**src/rtl/miriscv_defines.sv**
```systemverilog
// Shared miriscv definitions: load/store size codes (funct3), LSU FSM state
// encoding, and the helper that maps a byte address to an access lane.
package miriscv_defines;

  localparam logic [2:0] LDST_B  = 3'd0;
  localparam logic [2:0] LDST_H  = 3'd1;
  localparam logic [2:0] LDST_W  = 3'd2;
  localparam logic [2:0] LDST_BU = 3'd4;
  localparam logic [2:0] LDST_HU = 3'd5;

  typedef enum logic [1:0] {
    IDLE = 2'd0,
    REQ  = 2'd1,
    RESP = 2'd2
  } lsu_state_e;

  // Lane offset actually used by an access: offset bits below the access
  // size are dropped, and word (or undefined) sizes always use lane 0.
  function automatic logic [1:0] lsu_lane_offset(input logic [1:0] addr,
                                                  input logic [2:0] size);
    logic [1:0] lane;
    case (size)
      LDST_B, LDST_BU: lane = addr;
      LDST_H, LDST_HU: lane = {addr[1], 1'b0};
      default:         lane = 2'b00;
    endcase
    return lane;
  endfunction

endpackage

```
**src/rtl/miriscv_lsu_ext.sv**
```systemverilog
// Load data lane select and sign/zero extension (purely combinational).
module miriscv_lsu_ext
  import miriscv_defines::*;
(
  input  logic [31:0] rdata_i,
  input  logic [1:0]  offset_i,
  input  logic [2:0]  size_i,
  output logic [31:0] data_o
);

  logic [7:0]  byte_lane;
  logic [15:0] half_lane;

  // Pick the addressed byte / halfword out of the returned word and extend it.
  always_comb begin
    case (offset_i)
      2'd0:    byte_lane = rdata_i[7:0];
      2'd1:    byte_lane = rdata_i[15:8];
      2'd2:    byte_lane = rdata_i[23:16];
      default: byte_lane = rdata_i[31:24];
    endcase
    half_lane = offset_i[1] ? rdata_i[31:16] : rdata_i[15:0];
    case (size_i)
      LDST_B:  data_o = {{24{byte_lane[7]}}, byte_lane};
      LDST_BU: data_o = {24'd0, byte_lane};
      LDST_H:  data_o = {{16{half_lane[15]}}, half_lane};
      LDST_HU: data_o = {16'd0, half_lane};
      default: data_o = rdata_i;
    endcase
  end

endmodule

```
**src/rtl/miriscv_lsu.sv**
```systemverilog
// miriscv load/store unit: drives the req/gnt/rvalid data-memory handshake,
// stalls the core until the access completes and returns extended load data.
// Optional feature: define MIRISCV_LSU_MISALIGN_EXC_EN to trap misaligned
// H/HU/W accesses (no memory request, one-cycle lsu_misalign_o pulse).
module miriscv_lsu
  import miriscv_defines::*;
(
  input  logic        clk_i,
  input  logic        arstn_i,
  input  logic        lsu_req_i,
  input  logic        lsu_we_i,
  input  logic [2:0]  lsu_size_i,
  input  logic [31:0] lsu_addr_i,
  input  logic [31:0] lsu_data_i,
  output logic        lsu_stall_req_o,
  output logic [31:0] lsu_data_o,
  output logic        lsu_misalign_o,
  output logic        data_req_o,
  output logic        data_we_o,
  output logic [3:0]  data_be_o,
  output logic [31:0] data_addr_o,
  output logic [31:0] data_wdata_o,
  input  logic        data_gnt_i,
  input  logic        data_rvalid_i,
  input  logic [31:0] data_rdata_i
);

  lsu_state_e  state_q;
  logic [1:0]  offset_q;
  logic [2:0]  size_q;
  logic        we_q;

  logic [1:0]  lane;
  logic        misalign;
  logic        done;
  logic [31:0] ext_data;

  assign lane = lsu_lane_offset(lsu_addr_i[1:0], lsu_size_i);

`ifdef MIRISCV_LSU_MISALIGN_EXC_EN
  // A misaligned request is caught in IDLE, before anything reaches memory.
  assign misalign = (state_q == IDLE) & lsu_req_i &
                    ((((lsu_size_i == LDST_H) | (lsu_size_i == LDST_HU)) & lsu_addr_i[0]) |
                     ((lsu_size_i == LDST_W) & (lsu_addr_i[1:0] != 2'b00)));
`else
  assign misalign = 1'b0;
`endif

  assign done            = (state_q == RESP) & data_rvalid_i;
  assign data_req_o      = arstn_i & lsu_req_i & ~misalign & (state_q != RESP);
  assign lsu_stall_req_o = arstn_i & lsu_req_i & ~misalign & ~done;
  assign lsu_misalign_o  = arstn_i & misalign;

  assign data_addr_o = {lsu_addr_i[31:2], 2'b00};
  assign data_we_o   = lsu_we_i;

  // Byte enables and replicated store data from the live core inputs.
  always_comb begin
    case (lsu_size_i)
      LDST_B, LDST_BU: begin
        data_be_o    = 4'b0001 << lane;
        data_wdata_o = {4{lsu_data_i[7:0]}};
      end
      LDST_H, LDST_HU: begin
        data_be_o    = 4'b0011 << lane;
        data_wdata_o = {2{lsu_data_i[15:0]}};
      end
      default: begin
        data_be_o    = 4'b1111;
        data_wdata_o = lsu_data_i;
      end
    endcase
  end

  // Handshake FSM; access attributes are latched at the granting edge.
  always_ff @(posedge clk_i or negedge arstn_i) begin
    if (!arstn_i) begin
      state_q  <= IDLE;
      offset_q <= 2'b00;
      size_q   <= 3'd0;
      we_q     <= 1'b0;
    end else begin
      case (state_q)
        IDLE: begin
          if (data_req_o) begin
            if (data_gnt_i) begin
              state_q  <= RESP;
              offset_q <= lane;
              size_q   <= lsu_size_i;
              we_q     <= lsu_we_i;
            end else begin
              state_q <= REQ;
            end
          end
        end
        REQ: begin
          if (data_gnt_i) begin
            state_q  <= RESP;
            offset_q <= lane;
            size_q   <= lsu_size_i;
            we_q     <= lsu_we_i;
          end
        end
        RESP: begin
          if (data_rvalid_i) state_q <= IDLE;
        end
        default: state_q <= IDLE;
      endcase
    end
  end

  miriscv_lsu_ext u_ext (
    .rdata_i  (data_rdata_i),
    .offset_i (offset_q),
    .size_i   (size_q),
    .data_o   (ext_data)
  );

  assign lsu_data_o = (done & ~we_q) ? ext_data : 32'd0;

endmodule

```
**config.mk**
```make
export PLATFORM = sky130hd
export DESIGN_NAME = miriscv_lsu
export DESIGN_NICKNAME = d
export VERILOG_FILES = /design/src/rtl/miriscv_defines.sv /design/src/rtl/miriscv_lsu_ext.sv /design/src/rtl/miriscv_lsu.sv
export SDC_FILE = /design/constraint.sdc
export NUM_CORES = 1
export LEC_CHECK = 0
export BUFFER_PORTS_ARGS = -buffer_cell sky130_fd_sc_hd__buf_2
export CAP_MARGIN = 40
export CORE_AREA = 2 2 81 83
export CTS_BUF_LIST = sky130_fd_sc_hd__clkbuf_4 sky130_fd_sc_hd__clkbuf_8
export CTS_CLUSTER_SIZE = 8
export DETAILED_ROUTE_END_ITERATION = 8
export DIE_AREA = 0 0 83 85
export MAX_ROUTING_LAYER = met4
export PLACE_DENSITY_LB_ADDON = 0.1
export SYNTH_ARGS = -nofsm -noshare
export SYNTH_HDL_FRONTEND = slang
export SYNTH_SLANG_ARGS = --single-unit
```
**constraint.sdc**
```tcl
create_clock -name clk_i -period 4.3 [get_ports clk_i]
set_input_delay 0.215 -clock clk_i [delete_from_list [all_inputs] [get_ports clk_i]]
set_output_delay 0.215 -clock clk_i [all_outputs]
set_load 0.02 [all_outputs]
```
==> summary.md <==
| Metric | Value |
|---|---|
| Status | `finished clean` |
| Worst R2R Setup Slack | `2.85 ns` |
| Share of the synthesized area in the top cell type | `16.2%` |
| Die Y | `85 um` |
| Critical path endpoint category | `output pin` |
| Synth area leader | `buf_4` |
| Mux share of post-synthesis cell area | `21.8%` |
| Largest net degree at the start of global routing | `35` |
| Via count | `~2,200` |
| Cell Rows | `29` |
| Maximum VDD drop | `127 uV` |
| Commonest non-fill, non-tap cells in the layout | `buf_2 (145), nor2_1 (27), mux2_2 (24)` |
| RSZ-0062 raised after global routing | `false` |
| EDFF count, synth | `0` |
| Post-synthesis compound-gate area fraction | `19.2%` |
| Post-synthesis sequential area ratio | `about a tenth` |
| First-pass GRT wire length | `9840 um` |
| Synth area leaders | `buf_4 (16%), mux2_2 (14%), dfrtp_1 (10%)` |
| Yosys reg bits | `8` |
| GRT Total Usage | `between 15 and 20%` |
| Mapped Cells | `260` |
| Inserted Clock Buffers | `3` |
| Power Dens Cells | `268 nW/um2` |
| Core area | `6200 um2` |
| CTS Sinks | `8` |
| Worst Skew | `0.00168 ns` |
| Die width | `83 um` |
| CP startpoint kind | `register` |
| Fmax achieved | `346 MHz` |
| Post-Synth Simple-Gate Area | `25.3%` |
| CP peak stage delay | `0.85 ns` |
| Clock buffer depth | `2` |
| Fin nets | `460` |
| Ys flop type | `dfrtp_1` |
| Reg2reg path depth | `3` |
| Placed Cells incl. Taps | `426` |
| Final period utilization | `between 60% and 70%` |
| Layout area overhead | `27.2%` |
| Hold path start | `data_gnt_i` |
| Vias per inst | `5.06` |
| Worst path required time | `4.09 ns` |
| CP Class | `reg2out` |
| Post-Synth XOR/XNOR Area | `0%` |
| Avg Inst Size Synth | `7.49 um2` |
| Worst-path clk slew | `0.04 ns` |
| Die Area | `just over 7000 um2` |
| Max-slew headroom | `38.5%` |
| Routed Wire Length | `roughly 6200 um` |
| CP max stage cell | `a221oi_4` |
| Vias in the first global route | `between 2,000 and 2,500` |
| Placer Congestion | `0.759` |
| Non-filler cells, final | `430` |
| Crit Path Max Fanout | `34` |
| Setup TNS | `0 ns` |
| Post-DP HPWL | `just under 5000 um` |
| DRC viols | `0` |
| Starting DRC count in detailed routing | `between 90 and 100` |
| Max cap viols | `0` |
| Post-synthesis cell type count | `36` |
| Hold endpoint | `state_q[0]` |
| P_leak | `roughly 1.3 nW` |
| DR WL/cell | `14.4 um` |
| Root buf cell | `clkbuf_8` |
| Grt total ovfl | `0` |
| Post-synth ARST share | `100%` |
| Arrival @ worst endpoint | `2.67 ns` |
| Delay-heaviest family, CP | `compound AO/OA/AOI/OAI gates` |
| Antenna violations before repair | `0` |
| Bufs and invs on worst path | `2` |
| Post-layout util | `between 30% and 40%` |
| Combinational family with the most area after synthesis | `simple AND/OR/NAND/NOR gates` |
| Actual slew at the worst max-slew pin | `between 0.9 and 1 ns` |
| Clock Latency Late Sink | `around 0.22 ns` |
| Fillers | `687` |
| Adder-cell share of the synthesized area | `0%` |
| RR Startpoint | `state_q[0]` |
| IO Port Bufs | `145` |
| Final Hold Viols | `0` |
| IO Pins | `209` |
| Effective utilization at floorplan | `31.4%` |
| Fin. max-slew vios | `0` |
| # setup viols final | `0` |
| Mapped cell area | `1950 um2` |
| Iteration count of the initial detailed-routing pass | `4` |
| Layout cells sized above 1 | `53.5%` |
| Worst Hold Class | `in2reg` |
| RR Endpoint | `offset_q[1]` |
| Antenna diodes | `0` |
| YS warnings | `0` |
| WHS Path Cells | `2` |
| Commonest non-fill, non-tap cell in the layout | `buf_2` |
| CTS H-tree lvls | `1` |
| Crit path time final | `approximately 2.9 ns` |
| Critical Path, Cell by Cell | `buf_4 -> mux4_2 -> a221oi_4 -> nor3_1 -> buf_2` |
| CTS tree | `done` |
| Post-route antenna net violation count | `0` |
[area by class of cell]
| cell class | instances | area (um2) | area share [%] |
|---|---|---|---|
| multi-input combinational | 180 | 1300 | 52.5 |
| timing repair buffer | 150 | 793 | 32.0 |
| sequential | 8 | 200 | 8.08 |
| tap | 77 | 96.3 | 3.89 |
| inverter | 12 | 45.0 | 1.82 |
| clock buffer | 3 | 41.3 | 1.67 |
[logic make-up (layout without fill, tap and decap cells)]
family                 Yosys count  count (layout)
AOI/OAI and AO/OA               52              52
buffers and inverters           74             165
DFF                              8               8
muxes                           38              38
other                            1               3
and+or+nand+nor                 87              87
[state kept, by name, summed over array words and instances (netlist names)]
name / flops
offset_q: 2
we_q: 1
state_q: 2
size_q: 3
[repair_timing]
item | CTS | global route
setup buffers | 0 | 0
hold buffers | 1 | 0
resized for setup | 0 | 0
endpoints found under the hold margin | 8 | 0
[worst max-delay path by stage]
| stage | from | endpoint | slack (ns) | cells after the start |
|---|---|---|---|---|
| 2_1_floorplan | size_q[1] | lsu_data_o[7] | 2.00 | 5 |
| 3_3_place_gp | size_q[1] | lsu_data_o[6] | 1.60 | 4 |
| 3_5_place_dp | offset_q[1] | lsu_data_o[16] | 1.65 | 5 |
| 4_1_cts | offset_q[1] | lsu_data_o[16] | 1.40 | 5 |
| 5_1_grt | offset_q[1] | lsu_data_o[18] | 1.22 | 5 |
| 6_report | offset_q[1] | lsu_data_o[31] | 1.41 | 5 |
[routing by layer]
layer	up-vias	wire length, um	GRT usage, %
li1	1065	-	-
met1	991	2540	20.1
met2	110	3080	30.1
met3	8	543	3.89
met4	0	47	1.94
met5	-	0	-
[synthesized netlist by cell type, types with 2 or more instances]
| master | n |
|---|---|
| inv_1 | 11 |
| dfrtp_1 | 8 |
| and3b_1 | 5 |
| a21o_1 | 3 |
| a211oi_1 | 4 |
| nand2_1 | 16 |
| mux2_2 | 24 |
| clkbuf_1 | 15 |
| buf_6 | 2 |
| nor2b_1 | 13 |
| buf_4 | 42 |
| a221oi_1 | 3 |
| nor3_2 | 10 |
| mux2i_1 | 12 |
| a2111oi_0 | 11 |
| o21bai_1 | 3 |
| o21ai_0 | 14 |
| a21oi_1 | 5 |
| a31oi_1 | 7 |
| nor3_1 | 9 |
| nor2_1 | 27 |
| buf_2 | 2 |
[metrics by stage]
stage / total power [mW] / setup slack (ns) / area (um2) / hold slack, ns
6_report: 0.664 / 1.41 / 2480 / 0.160
5_1_grt: 0.724 / 1.22 / 2480 / 0.152
4_1_cts: 0.672 / 1.40 / 2480 / 0.157
3_5_place_dp: 0.580 / 1.65 / 2430 / 0.0849
3_3_place_gp: 0.556 / 1.60 / 2380 / 0.0830
2_1_floorplan: 0.491 / 2.00 / 1950 / -0.0806
[power breakdown]
part | total (mW) | internal [mW] | switching, mW
sequential | 0.124 | 0.0927 | 0.0312
clock | 0.0881 | 0.0605 | 0.0276
combinational | 0.452 | 0.182 | 0.271
total | 0.664 | 0.335 | 0.330
No activity file was read; power rests on OpenSTA's default activity.
